`config.mk`:
```
export PLATFORM = sky130hd
export DESIGN_NAME = ram_program_loader
export DESIGN_NICKNAME = d
export VERILOG_FILES = /design/src/rtl/sap_pkg.sv /design/src/rtl/ram_program_loader.sv
export SDC_FILE = /design/constraint.sdc
export NUM_CORES = 1
export LEC_CHECK = 0
export ABC_AREA = 1
export CAP_MARGIN = 40
export CELL_PAD_IN_SITES_DETAIL_PLACEMENT = 0
export CELL_PAD_IN_SITES_GLOBAL_PLACEMENT = 1
export CORE_UTILIZATION = 32
export CTS_BUF_LIST = sky130_fd_sc_hd__clkbuf_2
export DETAILED_ROUTE_END_ITERATION = 7
export PLACE_DENSITY = 0.84
export SLEW_MARGIN = 20
export SYNTH_ARGS = -nofsm -noshare
export SYNTH_HDL_FRONTEND = slang
export SYNTH_SLANG_ARGS = --single-unit
```
`constraint.sdc`:
```
create_clock -name clk -period 1.48 [get_ports clk]
set_input_delay 0.296 -clock clk [delete_from_list [all_inputs] [get_ports clk]]
set_output_delay 0.296 -clock clk [all_outputs]
set_load 0.02 [all_outputs]
```
`src/rtl/sap_pkg.sv`:
```
// ---------------------------------------------------------------------------
// sap_pkg
// Shared definitions for the SAP program-RAM loader and its benches.
//   SAP_ADDR_W / SAP_DATA_W / SAP_DEPTH : RAM geometry (16 x 8)
//   HLT_OPCODE                          : HLT instruction opcode, used to
//                                         build program images
//   loader_state_e                      : loader FSM states
// Optional feature macro: LOADER_VERIFY_EN adds the two read-back states.
// ---------------------------------------------------------------------------
package sap_pkg;

  localparam int SAP_ADDR_W = 4;
  localparam int SAP_DATA_W = 8;
  localparam int SAP_DEPTH  = 16;

  localparam logic [3:0] HLT_OPCODE = 4'b1111;

  typedef enum logic [2:0] {
    ST_IDLE       = 3'd0,
    ST_ACCEPT     = 3'd1,
    ST_WRITE      = 3'd2,
`ifdef LOADER_VERIFY_EN
    ST_VERIFY_RD  = 3'd3,
    ST_VERIFY_CMP = 3'd4,
`endif
    ST_DONE       = 3'd5
  } loader_state_e;

endpackage

```
`src/rtl/ram_program_loader.sv`:
```
// ---------------------------------------------------------------------------
// ram_program_loader
// Writer side of the 16x8 program RAM. Accepts a byte stream over a
// valid/ready handshake, writes it to addresses 0..DEPTH-1 and holds the CPU
// until a full image has been written.
//
// Ports:
//   clk        : system clock, rising edge
//   reset      : asynchronous, active-low reset
//   start      : one-cycle pulse, begins a load at address 0 (IDLE/DONE only)
//   in_data    : program byte from host
//   in_valid   : in_data valid
//   in_ready   : loader accepts a byte this cycle
//   ram_addr   : RAM address
//   ram_wdata  : RAM write data
//   ram_we     : RAM write strobe, one cycle per byte
//   ram_rdata  : registered RAM read data (read-back only)
//   busy       : load in progress
//   done       : full image written, held until next start
//   cpu_hold   : active-high CPU hold (CPU reset_n = ~cpu_hold)
//   load_count : bytes written in the current load, 0..DEPTH
//   err        : sticky read-back mismatch flag
//
// Optional feature macro: LOADER_VERIFY_EN
//   Defined  : every written byte is read back and compared (4 cycles/byte).
//   Undefined: 2 cycles/byte, ram_rdata ignored, err stays 0.
//
// All outputs come straight from flops; there is no input-to-output
// combinational path.
// ---------------------------------------------------------------------------
module ram_program_loader
  import sap_pkg::*;
#(
  parameter int ADDR_W = SAP_ADDR_W,
  parameter int DATA_W = SAP_DATA_W,
  parameter int DEPTH  = SAP_DEPTH
) (
  input  logic              clk,
  input  logic              reset,
  input  logic              start,
  input  logic [DATA_W-1:0] in_data,
  input  logic              in_valid,
  output logic              in_ready,
  output logic [ADDR_W-1:0] ram_addr,
  output logic [DATA_W-1:0] ram_wdata,
  output logic              ram_we,
  input  logic [DATA_W-1:0] ram_rdata,
  output logic              busy,
  output logic              done,
  output logic              cpu_hold,
  output logic [ADDR_W:0]   load_count,
  output logic              err
);

  localparam logic [ADDR_W-1:0] LAST_ADDR = ADDR_W'(DEPTH - 1);

  loader_state_e     state_q, state_d;
  logic [ADDR_W-1:0] ram_addr_q, ram_addr_d;
  logic [DATA_W-1:0] ram_wdata_q, ram_wdata_d;
  logic [ADDR_W:0]   load_count_q, load_count_d;
  logic              ram_we_q, ram_we_d;
  logic              in_ready_q, in_ready_d;
  logic              busy_q, busy_d;
  logic              done_q, done_d;
  logic              cpu_hold_q, cpu_hold_d;
  logic              err_q, err_d;
  logic              advance;

`ifndef LOADER_VERIFY_EN
  // Read data only matters for the read-back check.
  logic unused_rdata;
  assign unused_rdata = ^ram_rdata;
`endif

  // Next-state and next-output logic. Outputs are computed one cycle ahead
  // so that each one is registered alongside the state it belongs to.
  always_comb begin
    state_d      = state_q;
    ram_addr_d   = ram_addr_q;
    ram_wdata_d  = ram_wdata_q;
    load_count_d = load_count_q;
    ram_we_d     = ram_we_q;
    in_ready_d   = in_ready_q;
    busy_d       = busy_q;
    done_d       = done_q;
    cpu_hold_d   = cpu_hold_q;
    err_d        = err_q;
    advance      = 1'b0;

    case (state_q)
      ST_IDLE, ST_DONE: begin
        if (start) begin
          state_d      = ST_ACCEPT;
          ram_addr_d   = '0;
          load_count_d = '0;
          err_d        = 1'b0;
          busy_d       = 1'b1;
          done_d       = 1'b0;
          cpu_hold_d   = 1'b1;
          in_ready_d   = 1'b1;
        end
      end

      ST_ACCEPT: begin
        if (in_valid && in_ready_q) begin
          state_d     = ST_WRITE;
          ram_wdata_d = in_data;
          ram_we_d    = 1'b1;
          in_ready_d  = 1'b0;
        end
      end

      ST_WRITE: begin
        ram_we_d     = 1'b0;
        load_count_d = load_count_q + (ADDR_W + 1)'(1);
`ifdef LOADER_VERIFY_EN
        state_d      = ST_VERIFY_RD;
`else
        advance      = 1'b1;
`endif
      end

`ifdef LOADER_VERIFY_EN
      // The RAM read was issued during WRITE; its registered data is valid
      // now, so the mismatch flag lands in VERIFY_CMP.
      ST_VERIFY_RD: begin
        state_d = ST_VERIFY_CMP;
        if (ram_rdata != ram_wdata_q) begin
          err_d = 1'b1;
        end
      end

      ST_VERIFY_CMP: begin
        advance = 1'b1;
      end
`endif

      default: begin
        state_d = ST_IDLE;
      end
    endcase

    // Finish the current byte: either the image is complete or fetch the
    // next one. The address never wraps past the last word.
    if (advance) begin
      if (ram_addr_q == LAST_ADDR) begin
        state_d    = ST_DONE;
        done_d     = 1'b1;
        busy_d     = 1'b0;
        cpu_hold_d = 1'b0;
        in_ready_d = 1'b0;
      end else begin
        state_d    = ST_ACCEPT;
        ram_addr_d = ram_addr_q + ADDR_W'(1);
        in_ready_d = 1'b1;
      end
    end
  end

  // State and output registers; the CPU stays held out of reset.
  always_ff @(posedge clk or negedge reset) begin
    if (!reset) begin
      state_q      <= ST_IDLE;
      ram_addr_q   <= '0;
      ram_wdata_q  <= '0;
      load_count_q <= '0;
      ram_we_q     <= 1'b0;
      in_ready_q   <= 1'b0;
      busy_q       <= 1'b0;
      done_q       <= 1'b0;
      cpu_hold_q   <= 1'b1;
      err_q        <= 1'b0;
    end else begin
      state_q      <= state_d;
      ram_addr_q   <= ram_addr_d;
      ram_wdata_q  <= ram_wdata_d;
      load_count_q <= load_count_d;
      ram_we_q     <= ram_we_d;
      in_ready_q   <= in_ready_d;
      busy_q       <= busy_d;
      done_q       <= done_d;
      cpu_hold_q   <= cpu_hold_d;
      err_q        <= err_d;
    end
  end

  assign in_ready   = in_ready_q;
  assign ram_addr   = ram_addr_q;
  assign ram_wdata  = ram_wdata_q;
  assign ram_we     = ram_we_q;
  assign busy       = busy_q;
  assign done       = done_q;
  assign cpu_hold   = cpu_hold_q;
  assign load_count = load_count_q;
  assign err        = err_q;

endmodule

```
# After elaboration in Yosys (flattened, before gate mapping)
# Cells that the tools add are included.
[totals]
regBits = 25
out_inout_bits = 23
wordCells = 62
input_bits = 20
[op_classes]
n_addsub = 2
reduce_logical = 11
n_mux = 31
eq_ne = 9
[op_table]
columns = ["op", "count"]
rows = [
  ["2-to-1 mux 1 bit", 18],
  ["2-to-1 mux 4 bit", 4],
  ["2-to-1 mux 3 bit", 4],
  ["one-hot mux 5 bit (2 select lines)", 1],
  ["one-hot mux 3 bit (3 select lines)", 1],
  ["inequality test 2 bit, second input constant", 3],
  ["inequality test 3 bit, second input constant", 2],
  ["AND reduction 2 bit", 3],
  ["AND reduction 3 bit", 2],
  ["adder 5 x 1 -> 5 bit, second input constant", 1],
  ["2-to-1 mux 5 bit", 1],
  ["adder 4 x 1 -> 4 bit, second input constant", 1],
  ["equality test 4 bit, second input constant", 1],
  ["one-hot mux 1 bit (2 select lines)", 2],
  ["nonzero test 2 bit", 2],
  ["equality test 3 x 1 -> 1 bit, second input constant", 1],
  ["equality test 3 x 2 -> 1 bit, second input constant", 1],
  ["equality test 3 bit, second input constant", 1],
  ["zero test 3 bit", 1],
  ["nonzero test 3 bit", 1],
  ["OR reduction 2 bit", 1],
  ["logical AND 1 bit", 1],
]

# Depth between registers and ports, before layout
[depth]
word_depth = 5
mapped_depth = 7

# Worst setup path after synthesis
# Ideal clock, no wire load.
[synth_timing]
path_type = "register -> register"
startpoint = "register ram_addr_q[0], in the netlist ram_addr[0]"
endpoint = "register ram_addr_q[2], in the netlist ram_addr[2]"
setup_ns = 0.119
arrival_ns = 1.222
path_stages_with_launch = 8
slack_ns = 0.139
path_cell_list = "dfrtp_1 -> ha_1 -> nand2_1 -> nor2_2 -> nor2_1 -> nor2_2 -> nand2_1 -> nand2_1"
[synth_via]
elab_chain_cells = 3
[synth_rtl]
columns = ["item", "line_no", "rtl"]
rows = [
  ["from (decl)", "ram_program_loader.sv:58", "logic [ADDR_W-1:0] ram_addr_q, ram_addr_d;"],
  ["from (signal assigned)", "ram_program_loader.sv:175", "ram_addr_q <= ram_addr_d;"],
  ["adder 4 x 1 -> 4 bit or equality test 4 bit (tied branches)", "ram_program_loader.sv:154, ram_program_loader.sv:146", ""],
  ["2-to-1 mux 4 bit *", "ram_program_loader.sv:146", "if (ram_addr_q == LAST_ADDR) begin"],
  ["2-to-1 mux 4 bit *", "ram_program_loader.sv:145", "if (advance) begin"],
  ["net ram_addr_d[2]", "ram_program_loader.sv:58", ""],
]
# Mark *: on every way through the listed nets, which the timed path passes. The rest lies on a longest branch.
# A chain may end at the register's enable or synchronous reset.

# Final worst setup path
[layout_timing]
startpoint = "register ram_wdata_q[6], in the netlist ram_wdata[6]"
endpoint = "output ram_wdata[6]"
[layout_lines]
columns = ["item", "line_no", "rtl"]
rows = [
  ["from (decl)", "ram_program_loader.sv:59", "logic [DATA_W-1:0] ram_wdata_q, ram_wdata_d;"],
  ["from (signal assigned)", "ram_program_loader.sv:176", "ram_wdata_q <= ram_wdata_d;"],
  ["to (decl)", "ram_program_loader.sv:45", "output logic [DATA_W-1:0] ram_wdata,"],
]
# No word-level cell between the ends.

==> results.sh <==
export IMPL_worstSetupPathType="reg -> out"
export IMPL_synth_cell_types=22
export IMPL_placed_cell_area_um2=1550
export IMPL_maxCapViolations=0
export IMPL_final_max_slew_viol_count=0
export IMPL_crit_required_ps=1180
export IMPL_overflow=0
export IMPL_crit_path_max_fanout=2
export IMPL_avgSynthCellArea_um2=8.41
export IMPL_drive_gt1_share_pct=19.0
export IMPL_path_cells="dlygate4sd2_1"
export IMPL_insertion_delay_ps=360
export IMPL_coreArea_um2=3390
export IMPL_fin_worst_skew_ps=7.70
export IMPL_drt_iter0_markers=55
export IMPL_place_ws_ps=67.8
export IMPL_slowest_stage="dfrtp_1"
export IMPL_max_clock_freq_mhz=703
export IMPL_yosysTopAreaCell="dfrtp_1"
export IMPL_die_area_um2=3820
export IMPL_synthCells=136
export IMPL_hold_viol=0
export IMPL_routed_via_count=1034
export IMPL_final_min_clock_period_ps=1420
export IMPL_synth_area_um2=1140
export IMPL_clk_path_buf_depth=2
export IMPL_grt_max_degree=16
export IMPL_clkTransAtPathRegs_ps=250
export IMPL_slowest_delay_ps=440
export IMPL_dp_hpwl_um=1920
export IMPL_ys_ff_latch=25
export IMPL_final_setup_worst_slack_ps=57.5
export IMPL_reg2reg_from="ram_addr[1]"
export IMPL_grtUsageTotal_pct=16.0
export IMPL_worstPathArrival_ps=1130
export IMPL_chipWidth_um=61.8
export IMPL_ant_nets=0
export IMPL_place_port_buffers=33
export IMPL_final_core_util_pct=48.0
export IMPL_p_leak_nw=0.885
export IMPL_final_cell_mix="nand2_1, dfrtp_1, clkdlybuf4s15_1, buf_4, clkdlybuf4s50_1"
export IMPL_hold_class="in -> async"
export IMPL_design_area_um2=1630
export IMPL_grt_pass1_wl_um=4320
export IMPL_viasPerCell=4.50
export IMPL_cts_htree_levels=1
export IMPL_wl_per_cell_um=11.3
export IMPL_reg2reg_depth=8
export IMPL_ys_seq_area_share_pct=54.8
export IMPL_final_common_cell="nand2_1"
export IMPL_critPathLaunchType="flop"
export IMPL_cp_depth=1
export IMPL_rows=21
export IMPL_antenna_found_initial=0
export IMPL_drtPass1Iterations=4
export IMPL_crit_buf_inv=1
export IMPL_powerDensity_nw_per_um2=1480
export IMPL_place_gp_congestion=0.803
export IMPL_irDropWorstVdd_mv=0.655
export IMPL_critPathCapture="ram_wdata[6]"
export IMPL_period_share_pct=96.1
export IMPL_status="finished clean"
export IMPL_finalPower_mw=2.40
export IMPL_first_global_vias=1007
export IMPL_worstSetupStartpoint="ram_wdata[6]"
export IMPL_final_nets=207
export IMPL_setup_viol=0
export IMPL_rsz0062_at_grt="false"
export IMPL_drc=0
export IMPL_rrSetupSlack_ps=80
export IMPL_cts_buffers=3
export IMPL_r2r_end="ram_addr[2]"
export IMPL_tritoncts="built"
export IMPL_syn_num_nets=158
export IMPL_clock_sinks=25
export IMPL_crit_family="flip-flops"
export IMPL_drt_wl_total_um=2610
export IMPL_initial_core_util_pct=33.7
export IMPL_ios=43
export IMPL_syn_to_final_growth_pct=42.1
export IMPL_synth_top_area_share_pct=52.5
export IMPL_cts_root_buf="clkbuf_2"
export IMPL_end_kind="primary output"
export IMPL_num_antenna_cells=0
export IMPL_ys_warn_count=0
export IMPL_tns_ps=0
export IMPL_synth_area_leaders="dfrtp_1, nand2_1, inv_1"
export IMPL_die_y_um=61.8
## Yosys cell counts
cell,n
a21oi_1,2
a31o_2,1
buf_4,1
conb_1,1
dfrtp_1,24
dfstp_2,1
ha_1,2
inv_1,9
inv_2,3
inv_4,1
nand2_1,59
nand2_2,1
nand2_4,1
nand3_1,4
nand3_2,2
nand4_1,3
nor2_1,9
nor2_2,2
nor2_4,2
o21ai_0,6
o21bai_1,1
or2_2,1
## where the power goes
part	switching (mW)	total [mW]	internal [mW]
clock network	0.220	0.282	0.0627
registers	0.130	0.994	0.864
logic	0.673	1.12	0.450
## sequential cells by signal (all words and copies together), names as in the netlist
signal,count
ram_wdata,8
load_count,5
ram_addr,4
state_q,3
busy,1
cpu_hold,1
done,1
in_ready,1
ram_we,1
## cell families (layout without fill, tap and decap cells)
| group | count (synthesis) | after routing | share of synthesized area, % |
|---|---|---|---|
| adders and majority gates | 2 | 2 | 2.19 |
| AOI/OAI and AO/OA | 10 | 10 | 4.92 |
| buffers and inverters | 14 | 62 | 5.14 |
| other | 1 | 1 | 0.328 |
| and+or+nand+nor | 84 | 84 | 32.6 |
| DFF | 25 | 25 | 54.8 |
## final cells by class
class | count | area [um^2]
well taps | 46 | 57.6
fillers | 324 | 1760
flip-flops and latches | 25 | 627
multi-input cells | 97 | 470
clock inverters | 1 | 7.51
inverters | 13 | 51.3
clock buffers | 3 | 15.0
repair buffers | 45 | 397
## through the flow
stage               hold WS (ps)  cells
CTS                          179    226
floorplan                  0.409    136
global placement             468    217
detailed placement           473    217
finish                       177    230
global route                 171    230
## what timing repair did
action	in CTS	in global routing
resized for setup	25	19
cloned	0	0
buffers inserted	5	4
endpoints found under the setup margin	22	20
hold buffers	0	0
## worst min path at each step
| stage | end | slack, ps | depth (start not counted) | start |
|---|---|---|---|---|
| 2_1_floorplan | busy | 0.4 | 0 | reset |
| 3_3_place_gp | ram_wdata[5] | 470 | 2 | ram_wdata[5] |
| 3_5_place_dp | ram_wdata[6] | 470 | 2 | ram_wdata[6] |
| 4_1_cts | state_q[0] | 180 | 1 | reset |
| 5_1_grt | done | 170 | 1 | reset |
| 6_report | state_q[0] | 180 | 1 | reset |
## metal layers
metal  track usage, %  share of wire (%)  vias up
met3             2.69                3.2        5
met4             7.62                2.0        0
met5                0                  0        -
met2             27.5                 49       26
li1                 -                  -      519
met1             19.4                 46      484
Power figures use the tool's default switching activity.
